==> config.mk <==
export PLATFORM = sky130hd
export DESIGN_NAME = branch_resolve_ctrl
export DESIGN_NICKNAME = d
export VERILOG_FILES = /design/src/rtl/branch_resolve_ctrl.sv
export SDC_FILE = /design/constraint.sdc
export NUM_CORES = 1
export LEC_CHECK = 0
export CAP_MARGIN = 5
export CORE_ASPECT_RATIO = 1.25
export CORE_MARGIN = 2
export CORE_UTILIZATION = 47
export CTS_BUF_LIST = sky130_fd_sc_hd__clkbuf_16
export CTS_CLUSTER_SIZE = 30
export DETAILED_ROUTE_END_ITERATION = 7
export PLACE_DENSITY = 0.9
export SYNTH_ARGS = -nofsm -noshare
export SYNTH_HDL_FRONTEND = slang
export SYNTH_SLANG_ARGS = --single-unit
==> constraint.sdc <==
create_clock -name clk -period 3.71 [get_ports clk]
set_input_delay 0.742 -clock clk [delete_from_list [all_inputs] [get_ports clk]]
set_output_delay 0.742 -clock clk [all_outputs]
set_load 0.02 [all_outputs]
==> src/rtl/branch_resolve_ctrl.sv <==
// branch_resolve_ctrl: sequences the EX-stage branch comparator, issues redirect/flush and counts branches.
module branch_resolve_ctrl #(
  parameter int WIDTH     = 32,
  parameter int CNT_WIDTH = 32
) (
  input  logic                 clk,
  input  logic                 reset,
  input  logic                 id_valid,
  input  logic                 id_is_branch,
  output logic                 id_ready,
  input  logic [2:0]           id_funct3,
  input  logic [WIDTH-1:0]     id_pc,
  input  logic [WIDTH-1:0]     id_imm,
  input  logic [WIDTH-1:0]     rs1_val,
  input  logic [WIDTH-1:0]     rs2_val,
  input  logic                 rs1_pending,
  input  logic                 rs2_pending,
  input  logic                 kill,
  output logic [WIDTH-1:0]     cmp_srcA,
  output logic [WIDTH-1:0]     cmp_srcB,
  output logic [7:0]           cmp_operation,
  input  logic                 cmp_result,
  output logic                 stall,
  output logic                 redirect_valid,
  output logic [WIDTH-1:0]     redirect_target,
  output logic                 flush,
  output logic                 br_illegal,
  output logic [CNT_WIDTH-1:0] cnt_branches,
  output logic [CNT_WIDTH-1:0] cnt_taken
);
  typedef enum logic [1:0] {IDLE, WAIT, EVAL, REDIRECT} state_t;
  state_t state_q, state_d;
  logic [2:0] f3_q, f3_d;
  logic [WIDTH-1:0] pc_q, pc_d, imm_q, imm_d, a_q, a_d, b_q, b_d;
  logic a_ok_q, a_ok_d, b_ok_q, b_ok_d;
  logic [CNT_WIDTH-1:0] cnt_br_q, cnt_br_d, cnt_tk_q, cnt_tk_d;
  logic accept, illegal, taken;
  assign accept  = (state_q == IDLE) & id_valid & id_is_branch & ~kill;
  assign illegal = f3_q[2:1] == 2'b01;
  assign taken   = cmp_result & ~illegal;
  always_ff @(posedge clk) begin
    if (reset) begin
      state_q  <= IDLE;
      f3_q     <= '0;
      pc_q     <= '0;
      imm_q    <= '0;
      a_q      <= '0;
      b_q      <= '0;
      a_ok_q   <= 1'b0;
      b_ok_q   <= 1'b0;
      cnt_br_q <= '0;
      cnt_tk_q <= '0;
    end else begin
      state_q  <= state_d;
      f3_q     <= f3_d;
      pc_q     <= pc_d;
      imm_q    <= imm_d;
      a_q      <= a_d;
      b_q      <= b_d;
      a_ok_q   <= a_ok_d;
      b_ok_q   <= b_ok_d;
      cnt_br_q <= cnt_br_d;
      cnt_tk_q <= cnt_tk_d;
    end
  end
  always_comb begin
    state_d  = state_q;
    f3_d     = f3_q;
    pc_d     = pc_q;
    imm_d    = imm_q;
    a_d      = a_q;
    b_d      = b_q;
    a_ok_d   = a_ok_q;
    b_ok_d   = b_ok_q;
    cnt_br_d = cnt_br_q;
    cnt_tk_d = cnt_tk_q;
    case (state_q)
      IDLE: if (accept) begin
        f3_d   = id_funct3;
        pc_d   = id_pc;
        imm_d  = id_imm;
        a_ok_d = 1'b0;
        b_ok_d = 1'b0;
        if (rs1_pending | rs2_pending) state_d = WAIT;
        else begin
          a_d     = rs1_val;
          b_d     = rs2_val;
          state_d = EVAL;
        end
      end
      WAIT: begin
        // an operand, once captured, is refreshed while its pending bit stays low
        if (!rs1_pending) begin
          a_d    = rs1_val;
          a_ok_d = 1'b1;
        end
        if (!rs2_pending) begin
          b_d    = rs2_val;
          b_ok_d = 1'b1;
        end
        if ((a_ok_q | ~rs1_pending) & (b_ok_q | ~rs2_pending)) state_d = EVAL;
      end
      EVAL: begin
        state_d  = taken ? REDIRECT : IDLE;
        cnt_br_d = kill ? cnt_br_q : cnt_br_q + CNT_WIDTH'(1);
        cnt_tk_d = (taken & ~kill) ? cnt_tk_q + CNT_WIDTH'(1) : cnt_tk_q;
      end
      REDIRECT: state_d = IDLE;
      default:  state_d = IDLE;
    endcase
    if (kill) state_d = IDLE;
  end
  always_comb begin
    id_ready        = (state_q == IDLE) & ~kill;
    stall           = (state_q == WAIT) | (state_q == EVAL);
    cmp_srcA        = (state_q == EVAL) ? a_q : '0;
    cmp_srcB        = (state_q == EVAL) ? b_q : '0;
    cmp_operation   = (state_q == EVAL) ? {5'b0, f3_q} : 8'h00;
    br_illegal      = (state_q == EVAL) & illegal;
    redirect_valid  = (state_q == REDIRECT) & ~kill;
    flush           = redirect_valid;
    redirect_target = pc_q + imm_q;
    cnt_branches    = cnt_br_q;
    cnt_taken       = cnt_tk_q;
  end
endmodule

# After elaboration in Yosys (flattened, before gate mapping)
# Index checks and enable logic that the tools add are counted.
# classes
shifts,0
n_bitwise,17
n_mul,0
reduce_logical,11
magnitude_cmp,0
eq_ne,9
n_div,0
add_sub_neg,3
muxes,21
# op_table
op,count
32-bit 2-to-1 mux,8
32-bit case mux with 2 select lines,2
"32-bit by 1-bit adder with 32-bit output, second input constant",2
32-bit adder,1
"2-bit inequality test, second input constant",5
1-bit bitwise AND,9
2-bit 2-to-1 mux,4
2-bit case mux with 4 select lines,1
2-bit AND reduction,4
4-bit AND reduction,2
3-bit AND reduction,2
"2-bit by 1-bit equality test with 1-bit output, second input constant",2
"2-bit equality test, second input constant",2
1-bit NOT,4
1-bit bitwise OR,4
1-bit case mux with 2 select lines,2
1-bit 2-to-1 mux,3
3-bit 2-to-1 mux,1
2-bit zero test,1
2-bit nonzero test,1
2-bit OR reduction,1
# totals
elab_cells,71
reg_bits,199
output_inout_bits,173
rom_bits,0
input_bits,139
latchBits,0
n_memories,0
ram_bits,0

# Logic depth before layout (Yosys ltp)
# logic_depth
ltp_word,6
mapped_depth,11
ltp_nobuf,9

# Worst setup path before layout
# No wires, ideal clock.
# synth_timing
path_type,reg-to-output
from,reg pc_q[6]
to,out redirect_target[31]
t_arrival_ns,2.925
setup_slack_ns,0.043
n_path_buf,0
required_time_ns,2.968
stages_incl_launch_ff,8
cell_sequence,dfxtp_1 ha_1 a2111o_1 o32a_1 a2111oi_4 o32ai_1 mux2i_1 a2111oi_1
# synth_via
elab_chain_len,1
# synth_lines
item,line,rtl
start: declaration,34,"logic [WIDTH-1:0] pc_q, pc_d, imm_q, imm_d, a_q, a_d, b_q, b_d;"
start signal: assignment,56,pc_q <= pc_d;
32-bit adder,122,redirect_target = pc_q + imm_q;
end: declaration,25,"output logic [WIDTH-1:0] redirect_target,"
# No other way between the ends.

# Worst setup path in the final report
# layout_timing
from,reg imm_q[0]
to,out redirect_target[30]
# layout_via
elab_chain_len,1
# layout_lines
item,line,rtl
start: declaration,34,
start signal: assignment,57,imm_q <= imm_d;
32-bit adder,122,
# No other way between the ends.

==> impl_metrics.csv <==
group,metric,value,unit
sta,hold_violations,0,
synthesis,synth_seq_cells,199,
global_routing,grt_pass1_vias,9924,
pwr,vdd_drop_max,0.293,mV
run,maxCapViolations,0,
routing,detail_route.iter0.violations,622,
sta,slew_violations,0,
clocking,htree_num_levels,4,
synthesis,postSynth.asyncResetShare,0,
synthesis,syn-instance-count,1262,
synthesis,synth_common_cells,"302 x nand2_1, 199 x dfxtp_1, 174 x a21oi_1, 84 x nor2_1, 71 x and2_1",
synthesis,ys_top_cells_by_area,"dfxtp_1 40%, nand2_1 11%, a21oi_1 8.8%, ha_1 4.8%, and2_1 4.5%",
sta,setup_slack,-0.130,ns
clocking,cts_made_buffers,17,
routing,ant_nets,0,
routing,dr_wl_met2,15.8,mm
floorplan,fp.dieW,134,microns
pwr,p_leak,5.65,nW
synthesis,synthFlopType,"dfxtp_1",
global_routing,grt_max_degree,106,
global_routing,grt_use_total,0.274,
finish,area_growth,45.8,%
synthesis,netlist_area,9860,sq um
worst_setup_path,crit_fanout,3,
worst_setup_path,path_class,"register to output port",
clocking,hold_buffers,0,
run_status,status,"finished with violations",
placed_design,pre_cts_ws,-0.365,ns
clocking,cts_tree,"yes",
finish,drive_gt1_frac,0.112,
floorplan,dieArea,22200,sq um
routing,vias,10100,
worst_setup_path,worst_ep_arrival_time,3.10,ns
synthesis,synth.top_cell.area_share,0.404,
routing,wl_met3,2.49,mm
synthesis,synth-edff-count,0,
sta,setup_violations,5,
global_routing,grt-ovfl-total,0,
clocking,root_buffer,"clkbuf_16",
synthesis,ys_seq_area_frac,0.404,
routing,highest_layer,"met4",
sta,worst_pin_slew,0.867,ns
sta,rsz0062_at_grt,"yes",
placed_design,gp_congestion,0.902,
placed_design,port_buffers,306,
clocking,path_clk_slew,0.08,ns
sta,slew_headroom,0.422,
sta,holdWs,0.452,ns
synthesis,synth.most_common_cell,"nand2_1",
hold_path,hold_path.class,"register to register",
floorplan,initial_core_util,0.477,
routing,wl_met1,12.0,mm
sta,finalClockSkew,0.0163,ns
synthesis,synth_top_cell_by_area,"dfxtp_1",
worst_setup_path,end_kind,"output port",
routing,firstDrtPassIters,5,
clocking,clock_sinks,199,
synthesis,synth_cell_types,65,
sta,period_needed,3.84,ns
global_routing,antenna_found_initial,0,
routing,wire_per_inst,16.8,microns
floorplan,rows,59,
clocking,clk_latency,0.44,ns
routing,routed_wl,31.5,mm
worst_setup_path,crit_path_start_kind,"register",
run_status,violations,"negative setup slack",
routing,drt-vias-per-instance,5.37,
worst_setup_path,critical_path_required,2.97,ns
floorplan,ios,312,
finish,nets,1765,
global_routing,grt_pass1_wl,49.4,mm
finish,antenna_cells,0,
floorplan,core_area,20700,sq um
floorplan,fp.dieH,166,microns
synthesis,synth_warnings,0,
sta,finalSetupTns,-0.480,ns
clocking,clk_path_buf_depth,2,
placed_design,dp_hpwl,22.5,mm
sta,fin_crit_sh,1.04,
synthesis,avgSynthCellArea,7.81,sq um
finish,num-fill-cells,1565,
pwr,power_density,321,nW/um^2
finish,fin_util,0.696,
sta,fmax,0.260,GHz
routing,drc,0,
## critical path, cell delays in order, from the launching register on
cell	delay [ns]
dfxtp_2	0.36
ha_4	0.15
buf_6	0.09
fa_2	0.20
a21o_1	0.17
a31oi_4	0.10
nor4b_4	0.33
o2111ai_2	0.15
a311o_1	0.41
buf_4	0.17
nor4bb_4	0.14
a311oi_2	0.20
buf_4	0.18
## report_power, final
group | leakage [nW] | switching [mW] | total [mW] | internal [mW]
Combinational | 3.74 | 0.251 | 0.515 | 0.264
Sequential | 1.61 | 0.0221 | 2.19 | 2.17
Clock | 0.301 | 0.979 | 1.91 | 0.931
Total | 5.65 | 1.25 | 4.62 | 3.36
## placed cells by master (no fill, tap or decap), types with 5 or more instances in the layout
cell type        count
xor2_1              49
nand3_1             29
a21o_1              18
mux2i_1              5
or3_1                9
clkbuf_16           17
and4_1               8
ha_4                 5
xnor2_1             29
conb_1               5
o21ai_0             21
and3_1              14
nand4_1             19
ha_1                30
clkinv_8             6
buf_4               77
inv_1               14
buf_6                9
dfxtp_2              8
nand2_1            302
dfxtp_1            190
and2_1              71
nor2_1              83
o21a_1               7
nor3_1              10
nor2b_1              7
a21oi_1            170
clkdlybuf4s50_1    280
## metrics by stage
step / area [sq um] / total power [mW] / instances
3_5_place_dp: 13500 / 2.74 / 1833
2_1_floorplan: 9870 / 2.46 / 1266
6_report: 14400 / 4.62 / 1874
5_1_grt: 14400 / 4.78 / 1874
3_3_place_gp: 13500 / 2.73 / 1833
4_1_cts: 14200 / 4.64 / 1869
## per-layer routing
metal | up-vias | track usage
li1 | 4872 | -
met1 | 4664 | 0.299
met2 | 443 | 0.492
met3 | 90 | 0.0797
met4 | 0 | 0.113
met5 | - | 0
## flip-flops by register name, indices dropped and copies added (netlist names)
signal / cells
a_q: 32
b_q: 32
cnt_branches: 32
cnt_taken: 32
imm_q: 32
pc_q: 32
f3_q: 3
state_q: 2
a_ok_q: 1
b_ok_q: 1
## repair_timing
action,4_1_cts,5_1_grt
pin swaps,25,23
buffers inserted,5,5
endpoints found under the setup margin,25,22
endpoints found under the hold margin,0,0
resized for setup,96,54
## worst paths after layout
kind,slack (ns),depth (start not counted),to,startpoint
worst max-delay path,-0.13,12,redirect_target[30],imm_q[0]$_SDFFE_PP0P_
worst max register to register,0.87,10,cnt_taken[30]$_SDFFE_PP0P_,state_q[0]$_SDFFE_PP0P_
worst min-delay path,0.45,2,b_q[18]$_SDFFE_PP0P_,b_q[18]$_SDFFE_PP0P_
worst min register to register,0.45,2,b_q[18]$_SDFFE_PP0P_,b_q[18]$_SDFFE_PP0P_
## cell type report
type                       instances  area, sq um  share of cell area
clock buffer                      17          425              0.0296
clock inverter                    15          195              0.0136
inverter                          14         52.6             0.00366
multi-input combinational        971         5710               0.397
sequential                       199         4000               0.278
tap                              274          343              0.0238
timing repair buffer             384         3660               0.254
## kinds of logic after synthesis
family,count (synthesis),synth area share
AND/OR/NAND/NOR,576,0.269
flip-flops,199,0.404
buffers and inverters,96,0.0410
XOR/XNOR,80,0.0711
adder cells (fa/ha/maj),39,0.0503
multiplexers,6,0.00660
AO/OA/AOI/OAI,265,0.158
other,1,0.000380
(Power assumes the default switching activity.)
